--- src/rtl/game_pkg.sv ---
// Shared game constants, peg type and scorer state encoding.
package game_pkg;

  localparam int unsigned COLOR_W   = 3;
  localparam int unsigned NUM_PEGS  = 4;
  localparam int unsigned MAX_TURNS = 8;

  typedef logic [COLOR_W-1:0] peg_t;

  typedef enum logic [1:0] {
    IDLE,
    EXACT,
    COUNT,
    DONE
  } score_state_t;

endpackage

--- src/rtl/guess_scorer_if.sv ---
// Request/result bundle between the guess-entry side and the scorer.
interface guess_scorer_if;
  import game_pkg::*;

  logic       mode;
  logic       score_req;
  peg_t       guess3, guess2, guess1, guess0;
  peg_t       secret3, secret2, secret1, secret0;
  logic [2:0] exact_cnt;
  logic [2:0] partial_cnt;
  logic       score_valid;
  logic       busy;
  logic [3:0] turns_used;
  logic       win;
  logic       game_over;

  modport master (
    output mode, score_req,
    output guess3, guess2, guess1, guess0,
    output secret3, secret2, secret1, secret0,
    input  exact_cnt, partial_cnt, score_valid, busy, turns_used, win, game_over
  );

  modport slave (
    input  mode, score_req,
    input  guess3, guess2, guess1, guess0,
    input  secret3, secret2, secret1, secret0,
    output exact_cnt, partial_cnt, score_valid, busy, turns_used, win, game_over
  );

endinterface

--- src/rtl/color_tally.sv ---
// Counts the unmasked pegs (of four) that carry a given color.
module color_tally
  import game_pkg::*;
(
  input  peg_t       peg3_i,
  input  peg_t       peg2_i,
  input  peg_t       peg1_i,
  input  peg_t       peg0_i,
  input  logic [3:0] mask_i,
  input  peg_t       color_i,
  output logic [2:0] count_o
);

  logic [3:0] hit;

  assign hit = {peg3_i == color_i, peg2_i == color_i,
                peg1_i == color_i, peg0_i == color_i} & ~mask_i;

  // Popcount of the unmasked color hits.
  always_comb begin
    count_o = '0;
    for (int unsigned i = 0; i < 4; i++) begin
      count_o = count_o + 3'(hit[i]);
    end
  end

endmodule

--- src/rtl/guess_scorer.sv ---
// Iterative guess scorer: exact matches in one cycle, then partial matches
// one color per cycle; tracks turns, win and game-over.
module guess_scorer
  import game_pkg::*;
(
  input  logic           clk,
  input  logic           reset,
  guess_scorer_if.slave  bus
);

  score_state_t           state_q;
  logic [3:0][COLOR_W-1:0] g_q, s_q;
  logic [3:0]             mask_q;
  logic [2:0]             exact_acc_q, partial_acc_q;
  peg_t                   color_q;
  logic [2:0]             exact_cnt_q, partial_cnt_q;
  logic                   score_valid_q;
  logic [3:0]             turns_used_q;
  logic                   win_q, game_over_q;

  logic [3:0] match_d;
  logic [2:0] exact_d;
  logic [2:0] gc, sc, tally_min;
  logic       accept;
  logic       win_d;

  color_tally u_guess_tally (
    .peg3_i (g_q[3]), .peg2_i (g_q[2]), .peg1_i (g_q[1]), .peg0_i (g_q[0]),
    .mask_i (mask_q), .color_i (color_q), .count_o (gc)
  );

  color_tally u_secret_tally (
    .peg3_i (s_q[3]), .peg2_i (s_q[2]), .peg1_i (s_q[1]), .peg0_i (s_q[0]),
    .mask_i (mask_q), .color_i (color_q), .count_o (sc)
  );

  assign accept    = bus.score_req & ~bus.mode & ~game_over_q;
  assign tally_min = (gc < sc) ? gc : sc;
  assign win_d     = win_q | (exact_acc_q == 3'(NUM_PEGS));

  // Per-peg exact-match mask and its popcount.
  always_comb begin
    exact_d = '0;
    for (int unsigned i = 0; i < 4; i++) begin
      match_d[i] = (g_q[i] == s_q[i]);
      exact_d    = exact_d + 3'(match_d[i]);
    end
  end

  // Scoring FSM with registered results and status.
  always_ff @(posedge clk or negedge reset) begin
    if (!reset) begin
      state_q       <= IDLE;
      g_q           <= '0;
      s_q           <= '0;
      mask_q        <= '0;
      exact_acc_q   <= '0;
      partial_acc_q <= '0;
      color_q       <= '0;
      exact_cnt_q   <= '0;
      partial_cnt_q <= '0;
      score_valid_q <= 1'b0;
      turns_used_q  <= '0;
      win_q         <= 1'b0;
      game_over_q   <= 1'b0;
    end else begin
      score_valid_q <= 1'b0;
      case (state_q)
        IDLE: begin
          if (accept) begin
            g_q     <= {bus.guess3, bus.guess2, bus.guess1, bus.guess0};
            s_q     <= {bus.secret3, bus.secret2, bus.secret1, bus.secret0};
            state_q <= EXACT;
          end
        end
        EXACT: begin
          mask_q        <= match_d;
          exact_acc_q   <= exact_d;
          partial_acc_q <= '0;
          color_q       <= '0;
          state_q       <= COUNT;
        end
        COUNT: begin
          partial_acc_q <= partial_acc_q + tally_min;
          color_q       <= color_q + 1'b1;
          if (color_q == '1) begin
            state_q <= DONE;
          end
        end
        DONE: begin
          exact_cnt_q   <= exact_acc_q;
          partial_cnt_q <= partial_acc_q;
          score_valid_q <= 1'b1;
          turns_used_q  <= turns_used_q + 4'd1;
          win_q         <= win_d;
          game_over_q   <= win_d | (turns_used_q + 4'd1 == 4'(MAX_TURNS));
          state_q       <= IDLE;
        end
        default: state_q <= IDLE;
      endcase
    end
  end

  assign bus.exact_cnt   = exact_cnt_q;
  assign bus.partial_cnt = partial_cnt_q;
  assign bus.score_valid = score_valid_q;
  assign bus.busy        = (state_q != IDLE);
  assign bus.turns_used  = turns_used_q;
  assign bus.win         = win_q;
  assign bus.game_over   = game_over_q;

endmodule

--- src/flat_wrapper.sv ---
// flat-port wrapper written by rule: the top's interface ports become plain ports
module guess_scorer_flat import game_pkg::*;
  (clk, reset, bus_mode, bus_score_req, bus_guess3, bus_guess2, bus_guess1, bus_guess0, bus_secret3, bus_secret2, bus_secret1, bus_secret0, bus_exact_cnt, bus_partial_cnt, bus_score_valid, bus_busy, bus_turns_used, bus_win, bus_game_over);
  guess_scorer_if bus_i ();
  input  logic clk;
  input  logic reset;
  input wire logic [$bits(bus_i.mode)-1:0] bus_mode;
  input wire logic [$bits(bus_i.score_req)-1:0] bus_score_req;
  input wire logic [$bits(bus_i.guess3)-1:0] bus_guess3;
  input wire logic [$bits(bus_i.guess2)-1:0] bus_guess2;
  input wire logic [$bits(bus_i.guess1)-1:0] bus_guess1;
  input wire logic [$bits(bus_i.guess0)-1:0] bus_guess0;
  input wire logic [$bits(bus_i.secret3)-1:0] bus_secret3;
  input wire logic [$bits(bus_i.secret2)-1:0] bus_secret2;
  input wire logic [$bits(bus_i.secret1)-1:0] bus_secret1;
  input wire logic [$bits(bus_i.secret0)-1:0] bus_secret0;
  output wire logic [$bits(bus_i.exact_cnt)-1:0] bus_exact_cnt;
  output wire logic [$bits(bus_i.partial_cnt)-1:0] bus_partial_cnt;
  output wire logic [$bits(bus_i.score_valid)-1:0] bus_score_valid;
  output wire logic [$bits(bus_i.busy)-1:0] bus_busy;
  output wire logic [$bits(bus_i.turns_used)-1:0] bus_turns_used;
  output wire logic [$bits(bus_i.win)-1:0] bus_win;
  output wire logic [$bits(bus_i.game_over)-1:0] bus_game_over;
  assign bus_i.mode = bus_mode;
  assign bus_i.score_req = bus_score_req;
  assign bus_i.guess3 = bus_guess3;
  assign bus_i.guess2 = bus_guess2;
  assign bus_i.guess1 = bus_guess1;
  assign bus_i.guess0 = bus_guess0;
  assign bus_i.secret3 = bus_secret3;
  assign bus_i.secret2 = bus_secret2;
  assign bus_i.secret1 = bus_secret1;
  assign bus_i.secret0 = bus_secret0;
  assign bus_exact_cnt = bus_i.exact_cnt;
  assign bus_partial_cnt = bus_i.partial_cnt;
  assign bus_score_valid = bus_i.score_valid;
  assign bus_busy = bus_i.busy;
  assign bus_turns_used = bus_i.turns_used;
  assign bus_win = bus_i.win;
  assign bus_game_over = bus_i.game_over;
  guess_scorer u_core (.clk(clk), .reset(reset), .bus(bus_i));
endmodule
--- config.mk ---
export PLATFORM = sky130hd
export DESIGN_NAME = guess_scorer_flat
export DESIGN_NICKNAME = d
export VERILOG_FILES = /design/src/rtl/game_pkg.sv /design/src/rtl/guess_scorer_if.sv /design/src/rtl/color_tally.sv /design/src/rtl/guess_scorer.sv /design/src/flat_wrapper.sv
export SDC_FILE = /design/constraint.sdc
export NUM_CORES = 1
export LEC_CHECK = 0
export ABC_AREA = 1
export ABC_CLOCK_PERIOD_IN_PS = 6340
export CAP_MARGIN = 40
export CORE_AREA = 2 2 103 105
export DETAILED_ROUTE_END_ITERATION = 10
export DIE_AREA = 0 0 105 107
export GPL_ROUTABILITY_DRIVEN = 0
export PLACE_DENSITY = 0.6
export REMOVE_ABC_BUFFERS = 1
export SLEW_MARGIN = 20
export SYNTH_ARGS = -nofsm -noshare
export SYNTH_HDL_FRONTEND = slang
export SYNTH_SLANG_ARGS = --single-unit
--- constraint.sdc ---
create_clock -name clk -period 6.34 [get_ports clk]
set_clock_uncertainty 0.1 [all_clocks]
set_input_delay 1.585 -clock clk [delete_from_list [all_inputs] [get_ports clk]]
set_output_delay 1.585 -clock clk [all_outputs]
set_load 0.01 [all_outputs]
==> qor.csv, run 1 <==
stage,metric,value,unit
global_route,vias in the first global route,2205,
clocking,"Gates resized, CTS repair",0,
setup_path,delay of the slowest cell on the worst path,0.60,ns
setup_path,WP data required,6.44,ns
synth,Synth Area per Inst,8.674,sq um
setup_path,"Max FO, Critical Path",11,
sta,Final Max Slew Viols,0,
sta,Final period util,0.6382,
synth,top cell type's share of synthesized area,0.4386,
sta,setup TNS,0,ns
sta,Slew headroom,0.5530,
placed_design,pre-CTS setup slack,2.315,ns
placed_design,placed cell count,510,
global_route,gr usage total,0.1138,
routing,vias per cell,4.318,
power_and_ir_drop,NetSw,741.7,uW
setup_path,slowest CP cell,dfrtp_1,
setup_path,Worst Path Arrival,4.14,ns
placed_design,IO Port Bufs,41,
global_route,pin count of the biggest net entering global routing,53,
floorplanning,height of the die,107,microns
clocking,setup bufs post-CTS,0,
synth,"Top FF cell, synth",dfrtp_1,
placed_design,DP HPWL,4494,microns
routing,detailed-route via count,2224,
clocking,Num Clock Sinks,52,
worst_hold_path,Hold WC Path Type,reg -> reg,
floorplanning,die width,105,microns
layout,layout cells sized above 1,0.07652,
power_and_ir_drop,switching share of power,0.4361,
synth,sequential fraction of the synthesis area,0.4386,
setup_path,crit path capture type,flop,
routing,Routed WL per cell,11.54,microns
sta,worst slew pin tran,0.6705,ns
floorplanning,Initial Util,0.2939,
clocking,H-tree depth,2,
routing,final routed DRC violation total,0,
synth,largest area contributor in the netlist,dfrtp_1,
clocking,CTS tree,done,
floorplanning,row count,37,
synth,Yosys reg bits,52,
power_and_ir_drop,clock power share,0.101,
synth,Unique masters post-synth,27,
routing,WL final,5942,microns
synth,Ys Warns,0,
clocking,worst skew pair latency,0.30,ns
floorplanning,IO Pins,42,
layout,final std cells w/o fill,515,
run_status,status,"finished, final reports clean",
clocking,CTS Hold Bufs,0,
layout,Antenna Diode Count,0,
setup_path,crit path kind,reg -> reg,
routing,DRT antenna net count,0,
setup_path,startpoint types,flop,
global_route,initial antenna violation count,0,
run,max-cap violations,0,
setup_path,"delay-heaviest family, CP",adder cells,
power_and_ir_drop,peak supply drop,155.7,uV
sta,Fmax achieved,247.1,MHz
layout,fin util,0.3530,
power_and_ir_drop,power share of the sequential group,0.355,
setup_path,CP Cell Sequence,"inv_1, nand2_1, nand3_1, nor3_1, fa_1, ha_1, ha_1, ha_1, nand2_1, nand3_1, nand2_1, o21ai_0, ha_1, fa_1, inv_1, nand2_1, nand2_1, nand3_1, nand3_1, nand2_1",
sta,fin crit period,4.046,ns
setup_path,worst path bufs/invs,2,
setup_path,"Top cell by count, worst path",nand2_1,
clocking,Clock transition at path regs,0.09,ns
synth,Post-synth EDFFs,0,
routing,Pre-Repair DR Iteration Count,4,
sta,final setup vio count,0,
layout,Nets,429,
power_and_ir_drop,Leak,0.001726,uW
synth,Gate Count Post-Synth,342,
sta,unrepaired setup endpoints after global routing,false,
power_and_ir_drop,Power per Cell Area,477.5,nW/um^2
sta,Final WS setup,2.294,ns
sta,Final Hold Fails,0,
layout,Syn-to-layout area delta,20.08,%
power_and_ir_drop,"Power, Total",1701,uW
floorplanning,die area,11240,sq um
floorplanning,total core area,10090,sq um
power_and_ir_drop,Cell Int Power,959.1,uW
clocking,Clock Tree Root,clkbuf_8,
routing,1st-iter DRT viols,92,
synth,Syn Std Cell Area,2967,sq um
global_route,Overflow after GRT,0,
global_route,global-route wire length before repair,10250,microns
clocking,CTS Buf Count,5,
clocking,CTS max path bufs,2,
synth,Post-synth ARST share,1.000,
synth,Synth area leaders,"dfrtp_1 (44%), nand2_1 (8.9%), inv_1 (7.6%)",
power_and_ir_drop,Comb power frac,0.545,
## final timing paths
path                            slack [ns]  cells past startpoint                                    end                             startpoint
worst max register to register        2.29                     20    u_core.partial_acc_q[2]$_DFFE_PN0P_          u_core.color_q[1]$_DFFE_PN0P_
worst min register to register        0.39                      2  u_core.bus.partial_cnt[1]$_DFFE_PN0P_  u_core.bus.partial_cnt[1]$_DFFE_PN0P_
max in group asynchronous             4.38                      2       u_core.bus.score_valid$_DFF_PN0_                                  reset
worst min-delay path                  0.39                      2  u_core.bus.partial_cnt[1]$_DFFE_PN0P_  u_core.bus.partial_cnt[1]$_DFFE_PN0P_
worst max-delay path                  2.29                     20    u_core.partial_acc_q[2]$_DFFE_PN0P_          u_core.color_q[1]$_DFFE_PN0P_
min in group asynchronous             1.29                      2              u_core.s_q[1]$_DFFE_PN0P_                                  reset
## layout make-up
class / instances / area (sq um)
clock buffer: 5 / 68.82
multi-input combinational: 219 / 1364
sequential: 52 / 1301
timing repair buffer: 43 / 432.9
tap: 136 / 170.2
inverter: 60 / 225.2
fill: 1074 / 6530
## cells by family after synthesis
group           Yosys count  share of synthesized area
xor+xnor                 28                    0.08267
simple gates            116                     0.1674
flops                    52                     0.4386
buf+inv                  71                     0.1016
compound gates           55                     0.1151
fa+ha+maj                20                    0.09448
## routing by layer
metal  up-vias  GRT usage  share of wire
li1       1138          -              -
met1      1032     0.1478           0.50
met2        49     0.1837           0.44
met3         5    0.03040          0.054
met4         0    0.03905          0.011
met5         -          0              0
## flip-flops by register name, indices dropped and copies added, names as in the netlist, 2 cells and up
signal and cells:
u_core.g_q 12, u_core.s_q 12, u_core.bus.turns_used 4, u_core.mask_q 4, u_core.bus.exact_cnt 3, u_core.bus.partial_cnt 3
u_core.color_q 3, u_core.exact_acc_q 3, u_core.partial_acc_q 3, u_core.state_q 2
## power groups by stage
stage	Clock (uW)	Combinational [uW]	Sequential, uW
2_1_floorplan	0	661	589
3_3_place_gp	0	897	606
3_5_place_dp	0	931	609
4_1_cts	180	934	603
5_1_grt	191	1080	622
6_report	171	926	604
## cell usage after synthesis (4+ instances only)
master / number
xor2_1: 7
xnor2_1: 21
inv_1: 60
o21bai_1: 4
buf_2: 4
a21oi_2: 5
nand2_1: 70
o21ai_0: 32
nor2_1: 12
ha_1: 16
fa_1: 4
nand3_1: 17
nor3_1: 6
dfrtp_1: 52
o21ai_2: 9
or2_2: 5
## worst reg2reg max path, cell delays in order, from the launching register on
cell	delay, ns
dfrtp_1	0.60
inv_1	0.19
nand2_1	0.09
nand3_1	0.07
nor3_1	0.23
fa_1	0.47
ha_1	0.21
ha_1	0.21
ha_1	0.32
nand2_1	0.13
nand3_1	0.14
nand2_1	0.09
o21ai_0	0.10
ha_1	0.21
fa_1	0.40
inv_1	0.09
nand2_1	0.05
nand2_1	0.05
nand3_1	0.07
nand3_1	0.08
nand2_1	0.05
## metrics by stage
stage          hold WS, ns  instance area (sq um)
2_1_floorplan       0.3911                   2890
3_3_place_gp        0.3670                   3473
3_5_place_dp        0.3739                   3493
4_1_cts             0.3956                   3562
5_1_grt             0.4317                   3562
6_report            0.3920                   3562
## cells in the final DEF (no fill, tap or decap), types with 7 or more instances in the layout
cell              n
o21ai_0          32
o21ai_2           9
nand2_1          70
nor2_1           12
dfrtp_1          52
xor2_1            7
inv_1            60
ha_1             16
xnor2_1          21
clkdlybuf4s50_1  40
nand3_1          17
(Power assumes the default switching activity.)
==> run 2: changes to the inputs <==
Settings changed: ABC_CLOCK_PERIOD_IN_PS 6340 to 3750.
Clock period 6.34 ns to 3.75 ns, I/O delays scaled along.
==> qor.csv, run 2 (synthesis results as in run 1) <==
stage,metric,value,unit,change
run_status,status,"finished, final reports clean",,unchanged
clocking,Num Clock Sinks,52,,unchanged
floorplanning,die area,11240,sq um,unchanged
clocking,H-tree depth,2,,unchanged
layout,Largest regs,"u_core.g_q: 12 flops, u_core.s_q: 12 flops",,unchanged
worst_hold_path,hold worst-path end,u_core.bus.exact_cnt[0]$_DFFE_PN0P_,,was u_core.bus.partial_cnt[1]$_DFFE_PN0P_
setup_path,worst r2r dst,u_core.partial_acc_q[2]$_DFFE_PN0P_,,unchanged
clocking,CTS max path bufs,2,,unchanged
layout,post-route design area,3811,sq um,was 3562 sq um
setup_path,crit path kind,reg -> reg,,unchanged
sta,Slew headroom,0.5414,,was 0.5530
sta,Fmax achieved,273.2,MHz,was 247.1 MHz
setup_path,Worst Path Arrival,3.76,ns,was 4.14 ns
power_and_ir_drop,Power per Cell Area,854.1,nW/um^2,was 477.5 nW/um^2
worst_hold_path,Hold WC Path Type,reg -> reg,,unchanged
placed_design,placed cell count,517,,was 510
routing,WL final,6121,microns,was 5942 microns
sta,setup TNS,0,ns,unchanged
sta,fin crit period,3.660,ns,was 4.046 ns
routing,detailed-route via count,2285,,was 2224
clocking,CTS Buf Count,5,,unchanged
power_and_ir_drop,peak supply drop,318.6,uV,was 155.7 uV
global_route,gr usage total,0.1153,,was 0.1138
routing,DRT antenna net count,0,,unchanged
routing,Pre-Repair DR Iteration Count,4,,unchanged
setup_path,CP Cell Sequence,"buf_6, xnor2_2, nand4_1, fa_1, inv_1, ha_2, ha_4, inv_2, ha_4, nand3_2, nand3_2, nand2_1, o21ai_1, ha_2, fa_2, inv_2, nand2_1, nand2_1, nand3_1, nand3_1, nand2_1",,"was inv_1, nand2_1, nand3_1, nor3_1, fa_1, ha_1, ha_1, ha_1, nand2_1, nand3_1, nand2_1, o21ai_0, ha_1, fa_1, inv_1, nand2_1, nand2_1, nand3_1, nand3_1, nand2_1"
clocking,Clock transition at path regs,0.09,ns,about the same
worst_hold_path,hold depth,2,,unchanged
sta,final setup vio count,0,,unchanged
setup_path,reg2reg setup slack,0.09,ns,was 2.29 ns
floorplanning,total core area,10090,sq um,unchanged
layout,final std cells w/o fill,529,,was 515
floorplanning,height of the die,107,microns,unchanged
setup_path,Crit Reg-Reg Startpoint,u_core.color_q[1]$_DFFE_PN0P_,,unchanged
floorplanning,IO Pins,42,,unchanged
clocking,Clock Tree Root,clkbuf_8,,unchanged
setup_path,WP data required,3.85,ns,was 6.44 ns
layout,Nets,440,,was 429
global_route,Overflow after GRT,0,,unchanged
routing,1st-iter DRT viols,64,,was 92
placed_design,dpl cell area,3533,sq um,was 3493 sq um
layout,Antenna Diode Count,0,,unchanged
sta,Final Max Slew Viols,0,,unchanged
setup_path,"Top cell by count, worst path",nand2_1,,unchanged
placed_design,IO Port Bufs,41,,unchanged
sta,worst slew pin tran,0.6880,ns,was 0.6705 ns
layout,"most common cell after layout, fill and taps aside",nand2_1,,unchanged
sta,unrepaired setup endpoints after global routing,true,,was false
layout,layout cells sized above 1,0.1654,,was 0.07652
floorplanning,die width,105,microns,unchanged
placed_design,DP HPWL,4526,microns,was 4494 microns
setup_path,startpoint types,flop,,unchanged
routing,final routed DRC violation total,0,,unchanged
routing,Routed WL per cell,11.57,microns,was 11.54 microns
clocking,CTS tree,done,,unchanged
run,max-cap violations,0,,unchanged
setup_path,slowest CP cell,fa_1,,was dfrtp_1
global_route,initial antenna violation count,0,,unchanged
sta,Final period util,0.9760,,was 0.6382
global_route,pin count of the biggest net entering global routing,49,,was 53
setup_path,delay of the slowest cell on the worst path,0.57,ns,was 0.60 ns
setup_path,crit path capture type,flop,,unchanged
floorplanning,row count,37,,unchanged
global_route,global-route wire length before repair,10630,microns,was 10250 microns
power_and_ir_drop,"Power, Total",3255,uW,was 1701 uW
global_route,vias in the first global route,2418,,was 2205
routing,vias per cell,4.319,,was 4.318
power_and_ir_drop,Leak,0.001816,uW,was 0.001726 uW
floorplanning,Initial Util,0.2939,,unchanged
setup_path,"Max FO, Critical Path",4,,was 11
clocking,worst skew pair latency,0.30,ns,about the same
worst_hold_path,HP Start,u_core.bus.exact_cnt[0]$_DFFE_PN0P_,,was u_core.bus.partial_cnt[1]$_DFFE_PN0P_
setup_path,Worst R2R Path Depth,21,,was 20
layout,most frequent cells in the layout,"nand2_1 (69), inv_1 (56), dfrtp_1 (50), clkdlybuf4s50_1 (40), o21ai_0 (30)",,"was nand2_1 (70), inv_1 (60), dfrtp_1 (52), clkdlybuf4s50_1 (40), o21ai_0 (32)"
layout,Syn-to-layout area delta,28.47,%,was 20.08%
sta,Final Hold Fails,0,,unchanged
[run 2: worst max path at each step]
stage | from | to | cells after the start
floorplan | u_core.color_q[0]$_DFFE_PN0P_ | u_core.partial_acc_q[2]$_DFFE_PN0P_ | 20
global placement | u_core.color_q[1]$_DFFE_PN0P_ | u_core.partial_acc_q[2]$_DFFE_PN0P_ | 20
detailed placement | u_core.color_q[1]$_DFFE_PN0P_ | u_core.partial_acc_q[2]$_DFFE_PN0P_ | 20
CTS | u_core.color_q[1]$_DFFE_PN0P_ | u_core.partial_acc_q[2]$_DFFE_PN0P_ | 21
global route | u_core.color_q[1]$_DFFE_PN0P_ | u_core.partial_acc_q[2]$_DFFE_PN0P_ | 21
finish | u_core.color_q[1]$_DFFE_PN0P_ | u_core.partial_acc_q[2]$_DFFE_PN0P_ | 21
[run 2: cell type report]
type,instances,area (sq um)
Clock buffer,6,72.57
Clock inverter,2,35.03
Fill cell,1050,6281
Inverter,60,225.2
Multi-Input combinational cell,219,1481
Sequential cell,52,1304
Tap cell,136,170.2
Timing Repair Buffer,54,523.0
[run 2: timing repair]
| item | CTS | global route |
|---|---|---|
| resized for setup | 9 | 19 |
| endpoints found under the setup margin | 1 | 2 |
| pin swaps | 5 | 14 |
| hold buffers | 0 | 0 |
| setup buffers | 2 | 2 |
[run 2: worst max-delay path, delay by kind of cell (launching register included)]
kind | cells | cell delay [ns]
compound gates | 1 | 0.07
xor+xnor | 1 | 0.12
fa+ha+maj | 6 | 1.82
buf+inv | 4 | 0.30
flops | 1 | 0.45
simple gates | 9 | 0.70
[run 2: per-stage QoR]
| step | utilization | hold slack [ns] | setup WS [ns] |
|---|---|---|---|
| 2_1_floorplan | - | 0.3911 | 0.06043 |
| 3_3_place_gp | 0.3501 | 0.3677 | -0.05887 |
| 3_5_place_dp | 0.3501 | 0.3725 | -0.1244 |
| 4_1_cts | 0.3650 | 0.3955 | 0.01013 |
| 5_1_grt | 0.3776 | 0.4138 | -0.1478 |
| 6_report | 0.3776 | 0.3910 | 0.09005 |
[run 2: power by group]
group          internal (uW)  switching, uW  leakage [uW]  total [uW]
combinational            887            979       0.00110        1870
clock                    198            184     0.0000552         382
sequential               787            220      0.000659        1010
[run 2: per-layer routing]
| metal | track usage | routed length, microns | up-vias |
|---|---|---|---|
| met2 | 0.2059 | 2894 | 41 |
| li1 | - | - | 1168 |
| met3 | 0.02492 | 274 | 2 |
| met4 | 0.02381 | 24 | 0 |
| met5 | 0 | 0 | - |
| met1 | 0.1435 | 2927 | 1074 |
==> run 3: changes to the inputs <==
Settings changed: MAX_ROUTING_LAYER from default to met4.
==> results of run 3 <==
The final DEF is identical to that of run 2; final timing and power are the same.
Among the figures that moved: overall routing resource usage 0.1153 -> 0.1186
